**src/rtl/alu_16_regfile_ctrl_if.sv**
```systemverilog
// Instruction handshake bundle for alu_16_regfile_ctrl: {op, rd, rs1, rs2} offered under valid/ready.
interface alu_16_regfile_ctrl_if #(
  parameter int AW = 2
) ();
  logic                  instr_valid;
  logic                  instr_ready;
  logic [2+3*AW-1:0]     instr;

  modport master (output instr_valid, output instr, input instr_ready);
  modport slave  (input instr_valid, input instr, output instr_ready);
endinterface

```
**src/rtl/alu_16_regfile_ctrl.sv**
```systemverilog
// Operand-fetch / write-back stage around a combinational alu_16: register file,
// registered operands, one-cycle-later capture of the ALU result and flags.
module alu_16_regfile_ctrl #(
  parameter int WIDTH = 16,
  parameter int AW    = 2
) (
  input  logic                 clk,
  input  logic                 reset_n,
  alu_16_regfile_ctrl_if.slave instr_bus,
  input  logic                 wr_en,
  input  logic [AW-1:0]        wr_addr,
  input  logic [WIDTH-1:0]     wr_data,
  input  logic [AW-1:0]        rd_addr,
  output logic [WIDTH-1:0]     rd_data,
  output logic [1:0]           alu_op,
  output logic [WIDTH-1:0]     alu_a,
  output logic [WIDTH-1:0]     alu_b,
  input  logic [WIDTH-1:0]     alu_o,
  input  logic                 alu_cout,
  output logic                 result_valid,
  output logic [WIDTH-1:0]     result,
  output logic                 carry_flag,
  output logic                 zero_flag,
  output logic                 wr_conflict
);
  localparam int NREGS = 2 ** AW;

  typedef enum logic {IDLE, EXEC} state_t;

  state_t           state;
  state_t           state_nxt;
  logic             accept;
  logic             write_back;
  logic [AW-1:0]    rd_q;
  logic [WIDTH-1:0] regs [NREGS];

  logic [1:0]    dec_op;
  logic [AW-1:0] dec_rd;
  logic [AW-1:0] dec_rs1;
  logic [AW-1:0] dec_rs2;

  assign dec_op  = instr_bus.instr[2+3*AW-1 -: 2];
  assign dec_rd  = instr_bus.instr[3*AW-1 -: AW];
  assign dec_rs1 = instr_bus.instr[2*AW-1 -: AW];
  assign dec_rs2 = instr_bus.instr[AW-1:0];

  assign rd_data = regs[rd_addr];

  always_ff @(posedge clk) begin
    if (!reset_n) state <= IDLE;
    else          state <= state_nxt;
  end

  always_comb begin
    state_nxt = state;
    case (state)
      IDLE:    if (accept) state_nxt = EXEC;
      EXEC:    state_nxt = IDLE;
      default: state_nxt = IDLE;
    endcase
  end

  always_comb begin
    instr_bus.instr_ready = (state == IDLE) && reset_n;
    accept                = instr_bus.instr_valid && instr_bus.instr_ready;
    write_back            = (state == EXEC);
  end

  // Operands sample the array before this edge's writes; on a rd collision the
  // write-back is placed last so it overrides the host write.
  always_ff @(posedge clk) begin
    if (!reset_n) begin
      for (int i = 0; i < NREGS; i++) regs[i] <= '0;
      alu_op       <= '0;
      alu_a        <= '0;
      alu_b        <= '0;
      rd_q         <= '0;
      result       <= '0;
      carry_flag   <= 1'b0;
      zero_flag    <= 1'b0;
      result_valid <= 1'b0;
      wr_conflict  <= 1'b0;
    end else begin
      result_valid <= write_back;
      wr_conflict  <= write_back && wr_en && (wr_addr == rd_q);
      if (accept) begin
        alu_op <= dec_op;
        alu_a  <= regs[dec_rs1];
        alu_b  <= regs[dec_rs2];
        rd_q   <= dec_rd;
      end
      if (wr_en) regs[wr_addr] <= wr_data;
      if (write_back) begin
        regs[rd_q] <= alu_o;
        result     <= alu_o;
        carry_flag <= alu_cout;
        zero_flag  <= (alu_o == '0);
      end
    end
  end
endmodule

```
**src/flat_wrapper.sv**
```systemverilog
// flat-port wrapper written by rule: the top's interface ports become plain ports
module alu_16_regfile_ctrl_flat 
#(
  parameter int WIDTH = 16,
  parameter int AW    = 2
)
  (clk, reset_n, wr_en, wr_addr, wr_data, rd_addr, rd_data, alu_op, alu_a, alu_b, alu_o, alu_cout, result_valid, result, carry_flag, zero_flag, wr_conflict, instr_bus_instr_valid, instr_bus_instr, instr_bus_instr_ready);
  alu_16_regfile_ctrl_if #(.AW(AW)) instr_bus_i ();
  input  logic clk;
  input  logic reset_n;
  input  logic wr_en;
  input  logic [AW-1:0] wr_addr;
  input  logic [WIDTH-1:0] wr_data;
  input  logic [AW-1:0] rd_addr;
  output logic [WIDTH-1:0] rd_data;
  output logic [1:0] alu_op;
  output logic [WIDTH-1:0] alu_a;
  output logic [WIDTH-1:0] alu_b;
  input  logic [WIDTH-1:0] alu_o;
  input  logic alu_cout;
  output logic result_valid;
  output logic [WIDTH-1:0] result;
  output logic carry_flag;
  output logic zero_flag;
  output logic wr_conflict;
  input wire logic [$bits(instr_bus_i.instr_valid)-1:0] instr_bus_instr_valid;
  input wire logic [$bits(instr_bus_i.instr)-1:0] instr_bus_instr;
  output wire logic [$bits(instr_bus_i.instr_ready)-1:0] instr_bus_instr_ready;
  assign instr_bus_i.instr_valid = instr_bus_instr_valid;
  assign instr_bus_i.instr = instr_bus_instr;
  assign instr_bus_instr_ready = instr_bus_i.instr_ready;
  alu_16_regfile_ctrl #(.WIDTH(WIDTH), .AW(AW)) u_core (.clk(clk), .reset_n(reset_n), .instr_bus(instr_bus_i), .wr_en(wr_en), .wr_addr(wr_addr), .wr_data(wr_data), .rd_addr(rd_addr), .rd_data(rd_data), .alu_op(alu_op), .alu_a(alu_a), .alu_b(alu_b), .alu_o(alu_o), .alu_cout(alu_cout), .result_valid(result_valid), .result(result), .carry_flag(carry_flag), .zero_flag(zero_flag), .wr_conflict(wr_conflict));
endmodule
```
**config.mk**
```make
export PLATFORM = sky130hd
export DESIGN_NAME = alu_16_regfile_ctrl_flat
export DESIGN_NICKNAME = d
export VERILOG_FILES = /design/src/rtl/alu_16_regfile_ctrl_if.sv /design/src/rtl/alu_16_regfile_ctrl.sv /design/src/flat_wrapper.sv
export SDC_FILE = /design/constraint.sdc
export NUM_CORES = 1
export LEC_CHECK = 0
export ABC_AREA = 1
export CAP_MARGIN = 40
export CORE_ASPECT_RATIO = 1.5
export CORE_MARGIN = 3
export CORE_UTILIZATION = 25
export DETAILED_ROUTE_END_ITERATION = 8
export GPL_TIMING_DRIVEN = 0
export SLEW_MARGIN = 0
export SYNTH_ARGS = -nofsm -noshare
export SYNTH_HDL_FRONTEND = slang
export SYNTH_SLANG_ARGS = --single-unit
export TNS_END_PERCENT = 1
```
**constraint.sdc**
```tcl
create_clock -name clk -period 4.9 [get_ports clk]
set_input_delay 1.225 -clock clk [delete_from_list [all_inputs] [get_ports clk]]
set_output_delay 1.225 -clock clk [all_outputs]
set_load 0.05 [all_outputs]
```
==> summary.md, run 1 <==
| Metric | Value |
|---|---|
| Residual DRC count | `0` |
| Die area | `27400 µm²` |
| Worst Reg-to-Reg Cells | `4` |
| Final GP Congestion | `0.939` |
| CTS buffer count | `17` |
| Via count | `6217` |
| Worst EP arrival | `3610 ps` |
| Cell Chain, Critical Path | `clkdlybuf4s50_1 -> inv_1 -> clkbuf_1 -> o21ai_0 -> o22ai_1 -> clkdlybuf4s50_1` |
| Cell area power density | `349 nW/µm²` |
| Die Span Y | `201 µm` |
| Peak VDD IR | `0.000253 V` |
| Final wirelength | `22900 µm` |
| TritonRoute pass-1 iters | `6` |
| Iteration-0 DRC Markers | `421` |
| Tcrit/Tclk final | `98.7%` |
| Slew @ Worst Pin | `880 ps` |
| Vias per cell | `4.69` |
| Vias in the first global route | `6444` |
| WP data required | `3670 ps` |
| H-tree Lvls | `4` |
| Ys async rst share | `0%` |
| Skew-Pair Late Insertion Delay | `420 ps` |
| Syn Nets | `904` |
| Min-Delay Path Depth | `2` |
| Max-slew violations | `0` |
| Cell count along the critical path | `6` |
| I/O pin count | `120` |
| CP endpoint kind | `output pin` |
| Max-cap violations | `0` |
| Max-slew headroom | `41.1%` |
| RSZ-0062 raised after global routing | `yes` |
| Setup violations, final | `0` |
| CTS tree | `yes` |
| Tmin final | `4840 ps` |
| Most common cell on crit path | `clkdlybuf4s50_1` |
| Buffer and inverter count on the worst path | `4` |
| # nets final | `1038` |
| Syn Inst Count | `855` |
| Die Wd | `136 µm` |
| WL/cell | `17.3 µm` |
| Layout cells sized above 1 | `6.59%` |
| Critical Path Fanout Max | `10` |
| Initial Util | `25.7%` |
| EDFF count, synth | `64` |
| Placed inst area | `7910 µm²` |
| Synth top area share | `30.3%` |
| First-pass GRT wire length | `36000 µm` |
| Port bufs | `115` |
| Count leader, synth | `nand2_1` |
| Top Family by Delay on Critical Path | `buffers and inverters` |
| Largest net degree at the start of global routing | `17` |
| Root Buffer | `clkbuf_16` |
| Lkg Pwr | `3.61 nW` |
| CTS Hold Buffers Added | `0` |
| Synth cell count leaders | `294 x nand2_1, 168 x nand3_1, 64 x edfxtp_1, 61 x nor2_1, 61 x o21ai_0` |
| Cell area after layout | `8490 µm²` |
| Unique masters post-synth | `26` |
| Routed Antenna Nets | `0` |
| Ant diodes | `0` |
| CTS sink cnt | `121` |
| Total grt overflow | `0` |
| Flop-to-flop setup slack | `2690 ps` |
| Hpwl dp | `18800 µm` |
| Hold Path Class | `flop to flop` |
| Clock Tree Buf Depth | `2` |
| CP max-delay cell | `clkdlybuf4s50_1` |
| Syn Area/Cell | `7.43 µm²` |
| Initial antenna violation count | `0` |
| WHS | `461 ps` |
| Area leader, netlist | `edfxtp_1` |
| CP Class | `primary input to output pin` |
| Total Power | `2.96 mW` |
| Synth Cell Area | `6350 µm²` |
| Synth Warn # | `0` |
| Hold violation total from the final report | `0` |
| Total track usage | `17.0%` |
| Post-synthesis sequential area ratio | `48.2%` |
| Core Util, Final | `34.4%` |
| FP Rows | `70` |
| Area Growth Syn to Fin | `33.7%` |
| Synthesized flop and latch total | `121` |
| Most used flip-flop cell after synthesis | `edfxtp_1` |
| Pre-CTS setup slack | `-43.7 ps` |
| Core box area | `24700 µm²` |
| F_max | `207 MHz` |
| Area contributors post-synth | `edfxtp_1 30%, dfxtp_1 18%, nand2_1 17%` |
| Skew final | `8.75 ps` |
| Reg clk slew, reported paths | `60 ps` |
| Outcome | `complete, no violations` |
| CP peak stage delay | `830 ps` |
| Final setup margin | `61.5 ps` |
| Critical Path Source Type | `primary input` |
-- layout by cell type (no fill, tap or decap), drive strengths merged --
master | netlist | layout
nand3 | 171 | 171
nand2 | 298 | 298
nor2 | 62 | 62
o21ai | 64 | 64
clkbuf | 32 | 51
a22o | 1 | 1
dlygate4sd2 | 0 | 7
buf | 23 | 23
clkinvlp | 0 | 4
nor3 | 2 | 2
o22ai | 32 | 32
inv | 46 | 48
dlymetal6s2s | 0 | 5
bufinv | 0 | 2
nand4 | 1 | 1
dfxtp | 57 | 57
edfxtp | 64 | 64
a21oi | 1 | 1
clkinv | 1 | 6
clkdlybuf4s50 | 0 | 103
-- cells by family after synthesis --
group,after synthesis,share of synthesized area [%]
compound gates,98,8.41
buf+inv,102,7.15
flops,121,48.2
simple gates,534,36.2
-- sequential cells by signal (all words and copies together), names as in the netlist --
name                 count
u_core.alu_a            16
u_core.alu_b            16
u_core.alu_op            2
u_core.carry_flag        1
u_core.rd_q              2
u_core.regs             64
u_core.result           16
u_core.result_valid      1
u_core.state             1
u_core.wr_conflict       1
u_core.zero_flag         1
-- routing by layer --
| layer | share of wire [%] | track usage, % | vias up |
|---|---|---|---|
| met2 | 54 | 31.3 | 215 |
| li1 | - | - | 3140 |
| met4 | 4.8 | 9.55 | 0 |
| met5 | 0 | 0 | - |
| met3 | 4.4 | 3.10 | 60 |
| met1 | 37 | 17.9 | 2802 |
-- repair_timing --
item | CTS | global route
gates resized for setup | 7 | 5
setup endpoints to repair | 7 | 9
endpoints found under the hold margin | 0 | 0
buffers inserted | 0 | 0
-- final timing paths --
path,start,end
worst max register to register,u_core.rd_q[1]$_SDFFE_PN0P_,u_core.regs[0][12]$_DFFE_PP_
worst min-delay path,u_core.zero_flag$_SDFFE_PN0P_,u_core.zero_flag$_SDFFE_PN0P_
worst max-delay path,rd_addr[0],rd_data[14]
worst min register to register,u_core.zero_flag$_SDFFE_PN0P_,u_core.zero_flag$_SDFFE_PN0P_
-- power breakdown --
part / switching (mW) / internal [mW]
logic: 0.368 / 0.171
registers: 0.0480 / 1.14
clock network: 0.488 / 0.752
-- final cells by class --
class	instances	area, µm²
plain buffers	55	274
clock buffers	19	433
clock inverters	13	148
fillers	2597	16200
inverters	47	180
multi-input cells	632	2830
flip-flops and latches	121	3060
well taps	324	405
repair buffers	115	1150
-- tightest hold or removal path: cells and delay by family, from the launching register on --
kind | cells | cell delay, ps
flip-flops | 1 | 310
AND/OR/NAND/NOR | 2 | 100
-- stage by stage --
| stage | setup TNS (ps) | std cells |
|---|---|---|
| global placement | -192 | 1294 |
| detailed placement | -138 | 1294 |
| floorplan | 0 | 855 |
| finish | 0 | 1326 |
| global route | -202 | 1326 |
| CTS | 0 | 1326 |
Note: power is estimated with default switching activity, not from simulation.
==> inputs of run 2 (changes only) <==
- CTS_CLUSTER_DIAMETER: not set -> 50
==> results of run 2 <==
Same layout as run 1: the final DEF is identical, and so are final timing and power.
==> inputs of run 3 (changes only) <==
- CORE_ASPECT_RATIO: 1.5 -> 0.9
- RECOVER_POWER: not set -> 25
==> run 3 against run 2 <==
Compared with the run above:
- count of clock-buffer cells in the layout down 2
- die area decreased by 0.13%
- first-iteration DRC count rose by 45%
- register-to-register slack lost 370 ps
- hold slack better by 3.2 ps
- final cell count rose by 0.90%
- power is 1.0% higher
- sequential cell count unchanged
- combinational power is 1% lower
==> summary.md, run 3 (synthesized netlist as in run 1, its figures left out) <==
| Metric | Value |
|---|---|
| Total track usage | `16.3% (-0.74 points)` |
| Leading cell types in the layout, fill and taps excluded | `296 x nand2_1, 171 x nand3_1, 106 x clkdlybuf4s50_1` |
| F_max | `210 MHz (+1.5%)` |
| Vias in the first global route | `5951 (-7.7%)` |
| Setup violations, final | `0 (unchanged)` |
| Tcrit/Tclk final | `97.3% (-1.5 points)` |
| Final wirelength | `22500 µm (-1.9%)` |
| CTS tree | `yes` |
| Max-slew headroom | `48.2% (+7.1 points)` |
| CP max-delay cell | `clkdlybuf4s50_1` |
| Layout cells sized above 1 | `5.39% (-1.2 points)` |
| Top Family by Delay on Critical Path | `buffers and inverters` |
| Critical Path Fanout Max | `10 (unchanged)` |
| Initial antenna violation count | `0 (unchanged)` |
| Skew final | `10.8 ps (+2.05 ps)` |
| Outcome | `complete, no violations` |
| First-pass GRT wire length | `34400 µm (-4.3%)` |
| Max-slew violations | `0 (unchanged)` |
| Hpwl dp | `17800 µm (-5.3%)` |
| Setup TNS | `0 ps (unchanged)` |
| RSZ-0062 raised after global routing | `no` |
| Buffer and inverter count on the worst path | `4 (unchanged)` |
| Hold worst-path end | `u_core.alu_op[0]$_SDFFE_PN0P_` |
| Most common cell on crit path | `clkdlybuf4s50_1` |
| H-tree Lvls | `4 (unchanged)` |
| Largest reg by FF count | `u_core.regs` |
| Residual DRC count | `0 (unchanged)` |
| Total grt overflow | `0 (unchanged)` |
| Reg clk slew, reported paths | `60 ps (about the same)` |
| Tmin final | `4770 ps (-72.9 ps)` |
| FP Rows | `54 (-23%)` |
| Clock Tree Buf Depth | `2 (unchanged)` |
| Port bufs | `115 (unchanged)` |
| CP endpoint kind | `output pin` |
| Cell Chain, Critical Path | `clkdlybuf4s50_1 -> inv_1 -> clkbuf_1 -> o21ai_0 -> o22ai_1 -> clkdlybuf4s50_1` |
| WP data required | `3670 ps (about the same)` |
| Cell area power density | `354 nW/µm² (+1.3%)` |
| Worst hold start | `u_core.alu_op[0]$_SDFFE_PN0P_` |
| Initial Util | `25.8% (+0.11 points)` |
| Via count | `6205 (-0.19%)` |
| CTS buffer count | `17 (unchanged)` |
| Commonest non-fill, non-tap cell in the layout | `nand2_1` |
| Routed Antenna Nets | `0 (unchanged)` |
| CTS sink cnt | `121 (unchanged)` |
| Min-Delay Path Depth | `2 (unchanged)` |
| Largest net degree at the start of global routing | `17 (unchanged)` |
| Worst r2r src | `u_core.state$_SDFF_PP0_` |
| Die Wd | `174 µm (+28%)` |
| CP Launch Point | `rd_addr[1]` |
| Worst Reg-to-Reg Cells | `5 (+1)` |
| Hold violation total from the final report | `0 (unchanged)` |
| Vias per cell | `4.64 (-1.1%)` |
| CTS Hold Buffers Added | `0 (unchanged)` |
| Flop-to-flop setup slack | `2320 ps (-370 ps)` |
| CP Class | `primary input to output pin` |
| Iteration-0 DRC Markers | `612 (+45%)` |
| # nets final | `1038 (unchanged)` |
| Die Span Y | `157 µm (-22%)` |
| Skew-Pair Late Insertion Delay | `420 ps (about the same)` |
| I/O pin count | `120 (unchanged)` |
| WL/cell | `16.8 µm (-2.8%)` |
| Core box area | `24600 µm² (-0.43%)` |
| Ant diodes | `0 (unchanged)` |
| Final GP Congestion | `0.873 (-7.1%)` |
| Critical Path Source Type | `primary input` |
| Root Buffer | `clkbuf_16` |
| Post-CTS setup buffers | `0 (unchanged)` |
| Peak VDD IR | `0.000203 V (-19%)` |
| Lkg Pwr | `3.62 nW (+0.31%)` |
| Reg2reg end | `u_core.regs[0][9]$_DFFE_PP_` |
| Max FFs per register | `64 (unchanged)` |
| Area Growth Syn to Fin | `33.3%` |
| Hold Path Class | `flop to flop` |
| Cell area after layout | `8470 µm² (-0.29%)` |
| Die area | `27400 µm² (-0.13%)` |
| Max-cap violations | `0 (unchanged)` |
| Worst EP arrival | `3540 ps (-70 ps)` |
| Slew @ Worst Pin | `775 ps (-105 ps)` |
| CP peak stage delay | `870 ps (+40 ps)` |
| TritonRoute pass-1 iters | `5 (-1)` |
| Placed inst area | `7920 µm² (+0.19%)` |
[run 3: per-stage QoR]
step | instances | setup WS, ps | power, mW | utilization, % | hold WS, ps
after floorplan | 855 | 1230 | 1.53 | - | 521
after global placement | 1306 | -90.0 | 1.75 | 32.2 | 443
after detailed placement | 1306 | -80.5 | 1.75 | 32.2 | 453
after CTS | 1338 | 108 | 3.02 | 34.6 | 467
after global routing | 1338 | 3.32 | 3.11 | 34.4 | 490
final | 1338 | 134 | 2.99 | 34.4 | 464
[run 3: report_power, final]
group | total (mW) | internal, mW | leakage (nW) | switching [mW]
combinational | 0.533 | 0.172 | 2.19 | 0.361
clock | 1.27 | 0.728 | 0.295 | 0.539
sequential | 1.19 | 1.14 | 1.14 | 0.0561
[run 3: cell type report]
| type | count | area (µm²) |
|---|---|---|
| buffer | 55 | 248 |
| clock buffer | 17 | 425 |
| clock inverter | 15 | 168 |
| fill | 2627 | 16100 |
| inverter | 47 | 179 |
| multi-input combinational | 632 | 2790 |
| sequential | 121 | 3060 |
| tap | 336 | 420 |
| timing repair buffer | 115 | 1170 |
[run 3: worst max path at each step]
stage | end | slack, ps | cells after the start
after global placement | instr_bus_instr_ready | -90 | 6
after floorplan | rd_data[11] | 1230 | 4
after detailed placement | instr_bus_instr_ready | -80 | 6
final | rd_data[5] | 130 | 6
after CTS | rd_data[6] | 110 | 6
after global routing | rd_data[5] | 3 | 6
[run 3: timing repair]
action | CTS | global route
resized for setup | 1 | 8
pin swaps | 0 | 0
setup endpoints to repair | 1 | 8
hold endpoints to repair | 0 | 0
[run 3: tightest hold or removal path: cells and delay by family (launching register included)]
kind | cells | cell delay [ps]
flops | 1 | 310
simple gates | 2 | 110
[run 3: layer usage]
metal / track usage (%) / part of all wire, % / vias up
li1: - / - / 3123
met1: 23.5 / 50 / 2779
met4: 4.94 / 2.2 / 0
met3: 4.05 / 7.4 / 32
met5: 0 / 0 / -
met2: 24.1 / 41 / 271
